### src/rtl/lab4_g29_scan_mux.sv
`default_nettype none
// ============================================================================
//  Module   : lab4_g29_scan_mux
//  Purpose  : Registered N-channel multiplexer. In manual mode it presents the
//             channel picked by sel. In auto-scan mode it cycles through the
//             channels enabled in mask, showing each one for DWELL enabled
//             cycles and pulsing wrap when the scan returns to the lowest
//             enabled channel.
//  Ports    : clk    - clock, rising edge
//             rst_n  - synchronous active-low reset
//             en     - block enable (0 freezes all state, drops valid/wrap)
//             mode   - 0 = manual select, 1 = auto-scan
//             sel    - manual channel index
//             mask   - per-channel scan enable (bit i = channel i)
//             din    - flattened inputs, channel i at din[i*WIDTH +: WIDTH]
//             y      - registered selected data
//             ch     - index of the channel currently on y
//             valid  - y/ch hold a legal, selected sample
//             wrap   - one-cycle pulse when the scan wraps around
//             y_par  - even parity of y (only with LAB4_SCAN_MUX_PARITY_EN)
//  Options  : LAB4_SCAN_MUX_PARITY_EN adds the y_par output.
//  Revision : 1.0 - initial release
// ============================================================================
module lab4_g29_scan_mux #(
    parameter int WIDTH    = 8,
    parameter int CHANNELS = 4,
    parameter int DWELL    = 4,
    // Derived from CHANNELS; not meant to be overridden.
    parameter int SELW     = $clog2(CHANNELS)
) (
    input  logic                      clk,
    input  logic                      rst_n,
    input  logic                      en,
    input  logic                      mode,
    input  logic [SELW-1:0]           sel,
    input  logic [CHANNELS-1:0]       mask,
    input  logic [CHANNELS*WIDTH-1:0] din,
    output logic [WIDTH-1:0]          y,
    output logic [SELW-1:0]           ch,
    output logic                      valid,
    output logic                      wrap
`ifdef LAB4_SCAN_MUX_PARITY_EN
    ,
    output logic                      y_par
`endif
);

    localparam logic [15:0] c_DWELL_LAST = 16'(DWELL - 1);

    typedef enum logic [0:0] {
        S_MANUAL = 1'b0,
        S_SCAN   = 1'b1
    } state_t;

    state_t               r_state_q, w_state_d;
    logic [SELW-1:0]      r_ptr_q,   w_ptr_d;
    logic [15:0]          r_cnt_q,   w_cnt_d;
    // Set while scanning with an all-zero mask; the next nonzero mask restarts
    // at its lowest channel instead of continuing the old dwell.
    logic                 r_idle_q,  w_idle_d;
    logic [WIDTH-1:0]     r_y_q,     w_y_d;
    logic [SELW-1:0]      r_ch_q,    w_ch_d;
    logic                 r_valid_q, w_valid_d;
    logic                 r_wrap_q,  w_wrap_d;

    logic                 w_mask_any;
    logic                 w_above_any;
    logic [SELW-1:0]      w_low;
    logic [SELW-1:0]      w_next;

    // Out-of-range indices (non power-of-two CHANNELS) return zero.
    function automatic logic [WIDTH-1:0] f_pick(
        input logic [SELW-1:0]           idx,
        input logic [CHANNELS*WIDTH-1:0] bus
    );
        f_pick = '0;
        for (int i = 0; i < CHANNELS; i++) begin
            if (idx == SELW'(i)) f_pick = bus[i*WIDTH +: WIDTH];
        end
    endfunction

    // Lowest enabled channel, and the lowest enabled channel strictly above
    // the pointer. With nothing above, the advance falls back to the lowest
    // enabled channel, which is by definition a wrap-around.
    always_comb begin
        w_mask_any  = |mask;
        w_low       = '0;
        w_next      = '0;
        w_above_any = 1'b0;
        for (int i = CHANNELS - 1; i >= 0; i--) begin
            if (mask[i]) begin
                w_low = SELW'(i);
                if (SELW'(i) > r_ptr_q) begin
                    w_next      = SELW'(i);
                    w_above_any = 1'b1;
                end
            end
        end
        if (!w_above_any) w_next = w_low;
    end

    // Outputs follow mode directly, so a mode change shows on the next edge.
    always_comb begin
        w_state_d = r_state_q;
        w_ptr_d   = r_ptr_q;
        w_cnt_d   = r_cnt_q;
        w_idle_d  = r_idle_q;
        w_y_d     = r_y_q;
        w_ch_d    = r_ch_q;
        w_valid_d = 1'b0;
        w_wrap_d  = 1'b0;
        if (en) begin
            if (!mode) begin
                w_state_d = S_MANUAL;
                w_ptr_d   = '0;
                w_cnt_d   = '0;
                w_idle_d  = 1'b0;
                w_y_d     = f_pick(sel, din);
                w_ch_d    = sel;
                w_valid_d = (int'(sel) < CHANNELS);
            end else begin
                w_state_d = S_SCAN;
                if (!w_mask_any) begin
                    // Nothing to scan: hold y/ch, keep the dwell at zero.
                    w_idle_d = 1'b1;
                    w_cnt_d  = '0;
                end else begin
                    if (r_state_q == S_MANUAL || r_idle_q) begin
                        w_ptr_d = w_low;
                        w_cnt_d = '0;
                    end else if (r_cnt_q == c_DWELL_LAST) begin
                        w_ptr_d  = w_next;
                        w_cnt_d  = '0;
                        w_wrap_d = !w_above_any;
                    end else begin
                        w_cnt_d = r_cnt_q + 16'd1;
                    end
                    w_idle_d  = 1'b0;
                    // Live sampling: the channel is re-read every cycle.
                    w_y_d     = f_pick(w_ptr_d, din);
                    w_ch_d    = w_ptr_d;
                    w_valid_d = 1'b1;
                end
            end
        end
    end

`ifdef LAB4_SCAN_MUX_PARITY_EN
    logic r_par_q;
    always_ff @(posedge clk) begin
        if (!rst_n) r_par_q <= 1'b0;
        else        r_par_q <= ^w_y_d;
    end
    assign y_par = r_par_q;
`endif

    always_ff @(posedge clk) begin
        if (!rst_n) begin
            r_state_q <= S_MANUAL;
            r_ptr_q   <= '0;
            r_cnt_q   <= '0;
            r_idle_q  <= 1'b0;
            r_y_q     <= '0;
            r_ch_q    <= '0;
            r_valid_q <= 1'b0;
            r_wrap_q  <= 1'b0;
        end else begin
            r_state_q <= w_state_d;
            r_ptr_q   <= w_ptr_d;
            r_cnt_q   <= w_cnt_d;
            r_idle_q  <= w_idle_d;
            r_y_q     <= w_y_d;
            r_ch_q    <= w_ch_d;
            r_valid_q <= w_valid_d;
            r_wrap_q  <= w_wrap_d;
        end
    end

    assign y     = r_y_q;
    assign ch    = r_ch_q;
    assign valid = r_valid_q;
    assign wrap  = r_wrap_q;

endmodule
`default_nettype wire

### config.mk
export PLATFORM = sky130hd
export DESIGN_NAME = lab4_g29_scan_mux
export DESIGN_NICKNAME = d
export VERILOG_FILES = /design/src/rtl/lab4_g29_scan_mux.sv
export SDC_FILE = /design/constraint.sdc
export NUM_CORES = 1
export LEC_CHECK = 0
export CAP_MARGIN = 0
export CORE_MARGIN = 2
export CORE_UTILIZATION = 54
export DETAILED_ROUTE_END_ITERATION = 6
export PLACE_DENSITY = 0.94
export SLEW_MARGIN = 20
export SYNTH_ARGS = -nofsm -noshare
export SYNTH_HDL_FRONTEND = slang
export SYNTH_SLANG_ARGS = --single-unit
### constraint.sdc
create_clock -name clk -period 6.3 [get_ports clk]
set_input_delay 1.26 -clock clk [delete_from_list [all_inputs] [get_ports clk]]
set_output_delay 1.26 -clock clk [all_outputs]
set_load 0.03 [all_outputs]
; ---- After elaboration in Yosys (flattened, before gate mapping)
; Cells that the tools add are included.
[word_totals]
ff_bits = 32
latchBits = 0
ram_bits = 0
mem_bits_ro = 0
in_bits = 42
output_inout_bits = 12
wordCells = 83
mem_count = 0
[op_classes]
n_addsub = 1
mul = 0
div_mod_pow = 0
magnitude_cmp = 4
n_eq_ne = 8
n_shift = 0
mux = 48
bitwise_logic = 6
reduce_logical = 8
[ops]
columns = cell, n
row1 = $mux 8, 10
row2 = $mux 16, 4
row3 = $mux 2, 21
row4 = $add 16x1->16 const B, 1
row5 = $eq 16x2->1 const B, 1
row6 = $mux 1, 13
row7 = $eq 2x2->1 const B, 4
row8 = $not 1->1, 6
row9 = $reduce_or 6->1, 1
row10 = $eq 2x1->1 const B, 2
row11 = $gt 1x2->1 const A, 2
row12 = $gt 2x2->1 const A, 2
row13 = $logic_not 2->1, 2
row14 = $reduce_and 2->1, 2
row15 = $reduce_or 4->1, 1
row16 = $ne 2x1->1 const B, 1
row17 = $logic_not 1->1, 1
row18 = $logic_or 1x1->1, 1

; ---- Longest topological paths before layout
; Gate-level depths: netlist (run 1).
[depth]
ltp_word = 22
depth_mapped = 9
mapped_depth_nobuf = 7

; ---- Least setup slack after synthesis (run 1)
; OpenSTA, ideal clock, no wires.
[synth_timing]
path_type = input-to-reg
from = input port mode
to = register r_cnt_q[10]
setup_time_ns = 0.058
arrival_ns = 2.681
required_time_ns = 6.242
setup_slack_ns = 3.561
cell_stages = 7
path_buffers = 2
path_cell_list = clkbuf_1 > nand2_1 > a21oi_1 > nand3_1 > clkbuf_1 > nor3_1 > o221a_2
[synth_between]
elab_chain_cells = 1
[synth_lines]
columns = element, line_no
row1 = "start, declared", 34  ; input logic mode,
row2 = $mux 16, 113  ; if (!mode) begin
row3 = "end signal, assigned", 170  ; r_cnt_q <= w_cnt_d;
row4 = "end, declared", 57  ; logic [15:0] r_cnt_q, w_cnt_d;
; Every way passes these cells.
; A chain may end at the register's enable or synchronous reset.

==> summary.txt, run 1 <==
Run status
  – Outcome: completed

Critical path
  – Critical Path Source Type: input port
  – Max incr delay on CP: between 0.8 and 0.9 ns
  – Critical-path top delay cell: clkdlybuf4s50_1
  – Critical Path AT: a little over 4 ns
  – Crit-path max FO: 28
  – Reg2reg setup slack: between 3 and 4 ns
  – Endpoint class of the critical path: flip-flop
  – Worst endpoint required time: around 6.5 ns
  – CP cell instances: clkdlybuf4s50_1 -> nand2_1 -> a21oi_1 -> nand3_1 -> nor3_1 -> a31oi_1 -> and3b_1
  – Critical setup path kind: input port to flip-flop
  – Worst r2r path cells: 7

Clock tree
  – CTS resizes: 0
  – Root buf cell: clkbuf_8
  – Worst skew pair latency: 0.29 ns
  – CTS Buf Count: 5
  – Reg clk slew, reported paths: ~0.070 ns
  – Post-CTS Setup Bufs: 0
  – Clk buf depth: 2
  – H-tree depth: 2
  – Sink Count: 32
  – CTS Hold Bufs: 0
  – CTS tree: built

Yosys
  – Syn avg cell area: 8.69 um^2
  – Syn Inst Count: 267
  – Synth async-reset ratio: 0%
  – EDFF count, synth: 0
  – Synthesized Nets: 310
  – Distinct cells, synth: 51
  – Post-Syn Area: ~0.0023 mm^2
  – Synth area leaders: dfxtp_1, mux4_2, a21boi_0, a211oi_1, o21ai_0
  – Post-synth top area share: between 20% and 30%
  – #FFs+latches synth: 32
  – Synth Warn #: 0
  – Sequential fraction of the synthesis area: around 28%
  – Synth Flop Type: dfxtp_1
  – Largest area contributor in the netlist: dfxtp_1

Cells and area
  – Layout cell share with drive strength beyond 1: 10.7%
  – Fillers: between 300 and 400
  – Area growth syn-to-layout: 25.0%
  – Nets@finish: between 300 and 400
  – Non-filler cells, final: 358
  – Final Util: 71.5%
  – # diodes: 0

Floorplan
  – Core area: slightly above 0.004 mm^2
  – Number of top-level pins: 54
  – Initial Util: around 57%
  – Floorplan die height: ~70 um
  – Row count: 23
  – DIE WIDTH: approximately 70 um
  – DIE AREA: roughly 0.0048 mm^2

STA
  – Final min period: 3.80 ns
  – Fin Setup TNS: 0 ns
  – Hold slack final: ~0.50 ns
  – Setup Viol. Count Final: 0
  – RSZ-0062 raised after global routing: false
  – Final worst setup slack: 2.50 ns
  – Rel. slew slack: between 30 and 40%
  – Hold Violations, Final: 0
  – Fmax: around 260 MHz
  – Period utilisation layout: about three fifths
  – Least-Margin Pin Slew: around 1.0 ns
  – Final Max Tran Viols: 0
  – Final Skew: 0.00684 ns

Place
  – DP Cell Count: between 300 and 400
  – Pre-CTS WS: 2.28 ns
  – Port Buffers: 53
  – Routability Congestion: 0.817
  – DPL Wire Length: 4.44 mm

Routing
  – Vias/cell: roughly 6.6
  – Drt first pass iters: 5
  – Antenna viol nets, final: 0
  – # DRC: 0
  – Via count: approximately 2.4k
  – Final wirelength: ~6.3 mm
  – WL per Instance: ~18 um
  – DRT iter0 DRCs: 217

GRT
  – First-pass GRT wire length: roughly 11 mm
  – Largest net degree at the start of global routing: 34
  – GRT Total Usage: a little over a quarter
  – Initial antenna violation count: 0
  – Final global-route overflow total: 0
  – Vias in the first global route: around 2.4k

Min path
  – Hold Crit Depth: 2
  – Hold Path Class: flip-flop to flip-flop

Power
  – Peak VDD IR: 0.0000915 V
  – LEAKAGE: a little under 1 nW
  – Pwr/cell area: 177 mW/mm^2

Flow run
  – Max-Cap Viols: 0
==> layer usage <==
| metal | wire length [um] | track usage, % | vias to the layer above | share of wire (%) |
|---|---|---|---|---|
| met5 | 0 | 0 | - | 0 |
| met4 | 145 | 12.9 | 0 | 2.3 |
| met3 | 408 | 5.67 | 22 | 6.5 |
| met2 | 3230 | 47.3 | 113 | 51 |
| met1 | 2530 | 31.9 | 1117 | 40 |
| li1 | - | - | 1106 | - |
==> synth_stat cells (all sizes together) (5+ instances only) <==
| cell type | n |
|---|---|
| dfxtp | 32 |
| a21boi | 18 |
| a211oi | 16 |
| buf | 7 |
| a21oi | 12 |
| clkbuf | 13 |
| o211ai | 5 |
| and2 | 5 |
| a22o | 8 |
| nand2 | 22 |
| and3 | 5 |
| o31ai | 8 |
| nor2 | 10 |
| nand3 | 11 |
| o21ai | 20 |
| nor2b | 11 |
| mux4 | 8 |
| nor3 | 12 |
==> where the power goes <==
part | internal [mW] | switching, mW | leakage (nW)
sequential | 0.210 | 0.00663 | 0.260
combinational | 0.0647 | 0.0663 | 0.678
clock | 0.0891 | 0.0760 | 0.0455
total | 0.364 | 0.149 | 0.984
==> stage by stage <==
stage	instance area, um^2	power (mW)
6_report	2900	0.513
5_1_grt	2900	0.534
4_1_cts	2900	0.514
3_5_place_dp	2810	0.350
3_3_place_gp	2810	0.346
2_1_floorplan	2320	0.299
==> registers in the layout (all words and copies together), names as in the netlist <==
| name | cells |
|---|---|
| r_cnt_q | 16 |
| wrap | 1 |
| r_idle_q | 1 |
| valid | 1 |
| r_ptr_q | 2 |
| ch | 2 |
| r_state_q | 1 |
| y | 8 |
==> placed cells by master, fill, tap and decap left out, types with 6 or more instances in the layout <==
master,count
dfxtp_1,32
clkdlybuf4s50_1,53
a211oi_1,14
o21ai_0,20
nor2b_1,11
nand3_1,11
nand2_1,22
clkbuf_8,6
a22o_1,8
nor2_1,10
a21oi_1,12
mux4_2,8
a21boi_0,16
o31ai_2,8
nor3_1,12
==> critical path, delay by kind of cell <==
family | cells | cell delay, ns
AND/OR/NAND/NOR | 4 | 1.49
buffers and inverters | 1 | 0.81
AO/OA/AOI/OAI | 2 | 0.46
==> path summary, 6_finish.rpt <==
path	endpoint	start
worst min-delay path	ch[0]	ch[0]
worst max-delay path	r_cnt_q[11]	en
worst max register to register	y[2]	r_cnt_q[0]
worst min register to register	ch[0]	ch[0]
==> layout make-up <==
| type | count | area (um^2) | area share (%) |
|---|---|---|---|
| inverter | 4 | 15.0 | 0.517 |
| clock buffer | 8 | 90.1 | 3.10 |
| timing repair buffer | 53 | 531 | 18.3 |
| multi-input combinational | 211 | 1560 | 53.9 |
| sequential | 32 | 641 | 22.1 |
| tap | 50 | 62.6 | 2.16 |
==> kinds of logic after synthesis <==
group	synth area share, %
AO/OA/AOI/OAI	34.7
AND/OR/NAND/NOR	23.1
flip-flops	27.6
buffers and inverters	5.07
multiplexers	9.06
adder cells (fa/ha/maj)	0.539
Note: power is estimated with default switching activity, not from simulation.
==> run 2, diff against run 1 <==
--- a/config.mk
+++ b/config.mk
@@ -7,9 +7,9 @@
 export LEC_CHECK = 0
 export CAP_MARGIN = 0
 export CORE_MARGIN = 2
-export CORE_UTILIZATION = 54
+export CORE_UTILIZATION = 46
 export DETAILED_ROUTE_END_ITERATION = 6
-export PLACE_DENSITY = 0.94
+export PLACE_DENSITY = 0.86
 export SLEW_MARGIN = 20
 export SYNTH_ARGS = -nofsm -noshare
 export SYNTH_HDL_FRONTEND = slang
==> constraint.sdc (replaced) <==
create_clock -name clk -period 3.2 [get_ports clk]
set_input_delay 0.64 -clock clk [delete_from_list [all_inputs] [get_ports clk]]
set_output_delay 0.64 -clock clk [all_outputs]
set_load 0.03 [all_outputs]
==> run 2 against run 1 <==
  * Via count down 2.8%
  * Hold slack worse by 0.013 ns
  * Combinational power up 98%
  * Sequential power up 96%
  * Critical path type is now flip-flop to flip-flop
  * Highest routed layer unchanged
  * Register-to-register slack worse by 2.7 ns
  * Cell area up 2.1%
==> summary.txt, run 2 (same netlist as run 1, synthesis figures left out) <==
Run status
  – Outcome: completed

Floorplan
  – Floorplan die height: between 70 and 80 um
  – DIE WIDTH: between 70 and 80 um
  – Core area: approximately 0.0048 mm^2
  – Number of top-level pins: 54
  – Initial Util: about half
  – DIE AREA: between 0.005 and 0.006 mm^2
  – Row count: 25

Routing
  – Drt first pass iters: 5
  – DR WL met3: approximately 380 um
  – Via count: approximately 2.3k
  – DRT iter0 DRCs: between 100 and 150
  – Met2 WL: 2.84 mm
  – Antenna viol nets, final: 0
  – # DRC: 0
  – Met1 WL: around 2.5 mm
  – DR top layer: met4
  – Vias/cell: about 6
  – Final wirelength: 5.83 mm
  – WL per Instance: ~15 um

Clock tree
  – Post-CTS Setup Bufs: 0
  – H-tree depth: 2
  – CTS Hold Bufs: 0
  – Clk buf depth: 2
  – Worst skew pair latency: between 0.2 and 0.3 ns
  – CTS Buf Count: 5
  – Reg clk slew, reported paths: around 0.07 ns
  – CTS resizes: 0
  – CTS tree: built
  – Root buf cell: clkbuf_8
  – Sink Count: 32

Cells and area
  – Layout cell share with drive strength beyond 1: between 10% and 20%
  – Largest register by flop count: r_cnt_q
  – Most common cell after layout, fill and taps aside: clkdlybuf4s50_1
  – Area growth syn-to-layout: 27.7%
  – # diodes: 0
  – Max reg flops: 16
  – Final Util: approximately three fifths
  – Nets@finish: roughly 360
  – Fillers: ~410
  – Most frequent cells in the layout: clkdlybuf4s50_1, dfxtp_1, nand2_1

Power
  – Sequential share of power: between 40% and 50%
  – Sw frac: between 20 and 30%
  – LEAKAGE: between 1 and 1.5 nW
  – Internal power: 0.693 mW
  – Peak VDD IR: approximately 0.00014 V
  – Pwr/cell area: approximately 330 mW/mm^2
  – Switch Pwr: 0.282 mW
  – Comb power frac: 26.6%
  – Clk pwr share: between 20% and 30%

GRT
  – Initial antenna violation count: 0
  – Vias in the first global route: ~2.3k
  – Largest net degree at the start of global routing: 33
  – Final global-route overflow total: 0
  – GRT Total Usage: 22.8%
  – First-pass GRT wire length: roughly 10 mm

STA
  – Final min period: roughly 2.4 ns
  – Fmax: a little over 400 MHz
  – Period utilisation layout: 76.3%
  – Hold slack final: just under 0.5 ns
  – Final Max Tran Viols: 0
  – Final Skew: a little under 0.01 ns
  – Least-Margin Pin Slew: approximately 0.65 ns
  – Setup Viol. Count Final: 0
  – Hold Violations, Final: 0
  – Rel. slew slack: a little under three fifths
  – Fin Setup TNS: 0 ns
  – RSZ-0062 raised after global routing: false

Min path
  – Hold Path Class: flip-flop to flip-flop

Critical path
  – Worst endpoint required time: ~3.4 ns
  – Endpoint class of the critical path: flip-flop
  – Critical Path AT: around 2.7 ns
  – Critical setup path kind: flip-flop to flip-flop
  – Critical Path Source Type: flip-flop
  – CP cell instances: ha_1 -> nor4b_4 -> nand4_2 -> a32oi_4 -> and2_1 -> a211oi_1 -> o31ai_2
  – Crit-path max FO: 16
  – Critical-path top delay cell: and2_1
  – Max incr delay on CP: around 0.57 ns

Flow run
  – Max-Cap Viols: 0

Place
  – Routability Congestion: 0.892
  – DPL Wire Length: between 4 and 5 mm
  – Port Buffers: 53
-- run 2: changes by cell type in the layout (fill, tap and decap cells not counted) --
cell      previous run  this run
clkinv_2             0         1
buf_4                0         7
clkbuf_8             6         5
clkbuf_1             2         1
-- run 2: worst max-delay path: cells and delay by family, from the launching register on --
kind	cells	cell delay [ns]
AND/OR/NAND/NOR	3	1.05
AO/OA/AOI/OAI	3	0.72
flip-flops	1	0.37
adder cells (fa/ha/maj)	1	0.22
-- run 2: power groups by stage --
| stage | Combinational (mW) | Sequential [mW] | Clock [mW] |
|---|---|---|---|
| 2_1_floorplan | 0.132 | 0.456 | 0 |
| 3_3_place_gp | 0.253 | 0.434 | 0 |
| 3_5_place_dp | 0.259 | 0.434 | 0 |
| 4_1_cts | 0.259 | 0.426 | 0.298 |
| 5_1_grt | 0.279 | 0.428 | 0.309 |
| 6_report | 0.260 | 0.426 | 0.290 |
-- run 2: final timing paths --
check,from,endpoint,slack (ns),cells past startpoint
max,r_cnt_q[0],y[6],0.76,7
min,ch[0],ch[0],0.48,2
max reg2reg,r_cnt_q[0],y[6],0.76,7
min reg2reg,ch[0],ch[0],0.48,2
-- run 2: layout make-up --
cell class	count	area [um^2]	share of cell area, %
repair buffers	60	583	19.7
clock buffers	6	72.6	2.45
flip-flops and latches	32	641	21.6
well taps	67	83.8	2.83
inverters	4	15.0	0.507
multi-input cells	211	1560	52.7
clock inverters	1	5.00	0.169
-- run 2: stage by stage --
stage	setup slack, ns	power, mW	std cells	instance area [um^2]
after floorplan	1.08	0.588	267	2320
after global placement	0.562	0.688	374	2890
after detailed placement	0.487	0.693	374	2890
after CTS	0.765	0.983	381	2960
after global routing	0.599	1.02	381	2960
final	0.758	0.975	381	2960
-- run 2: routing by layer --
metal  track usage, %  up-vias
li1                 -     1116
met1             28.9     1083
met2             38.1       86
met3             3.48        7
met4             10.7        0
met5                0        -
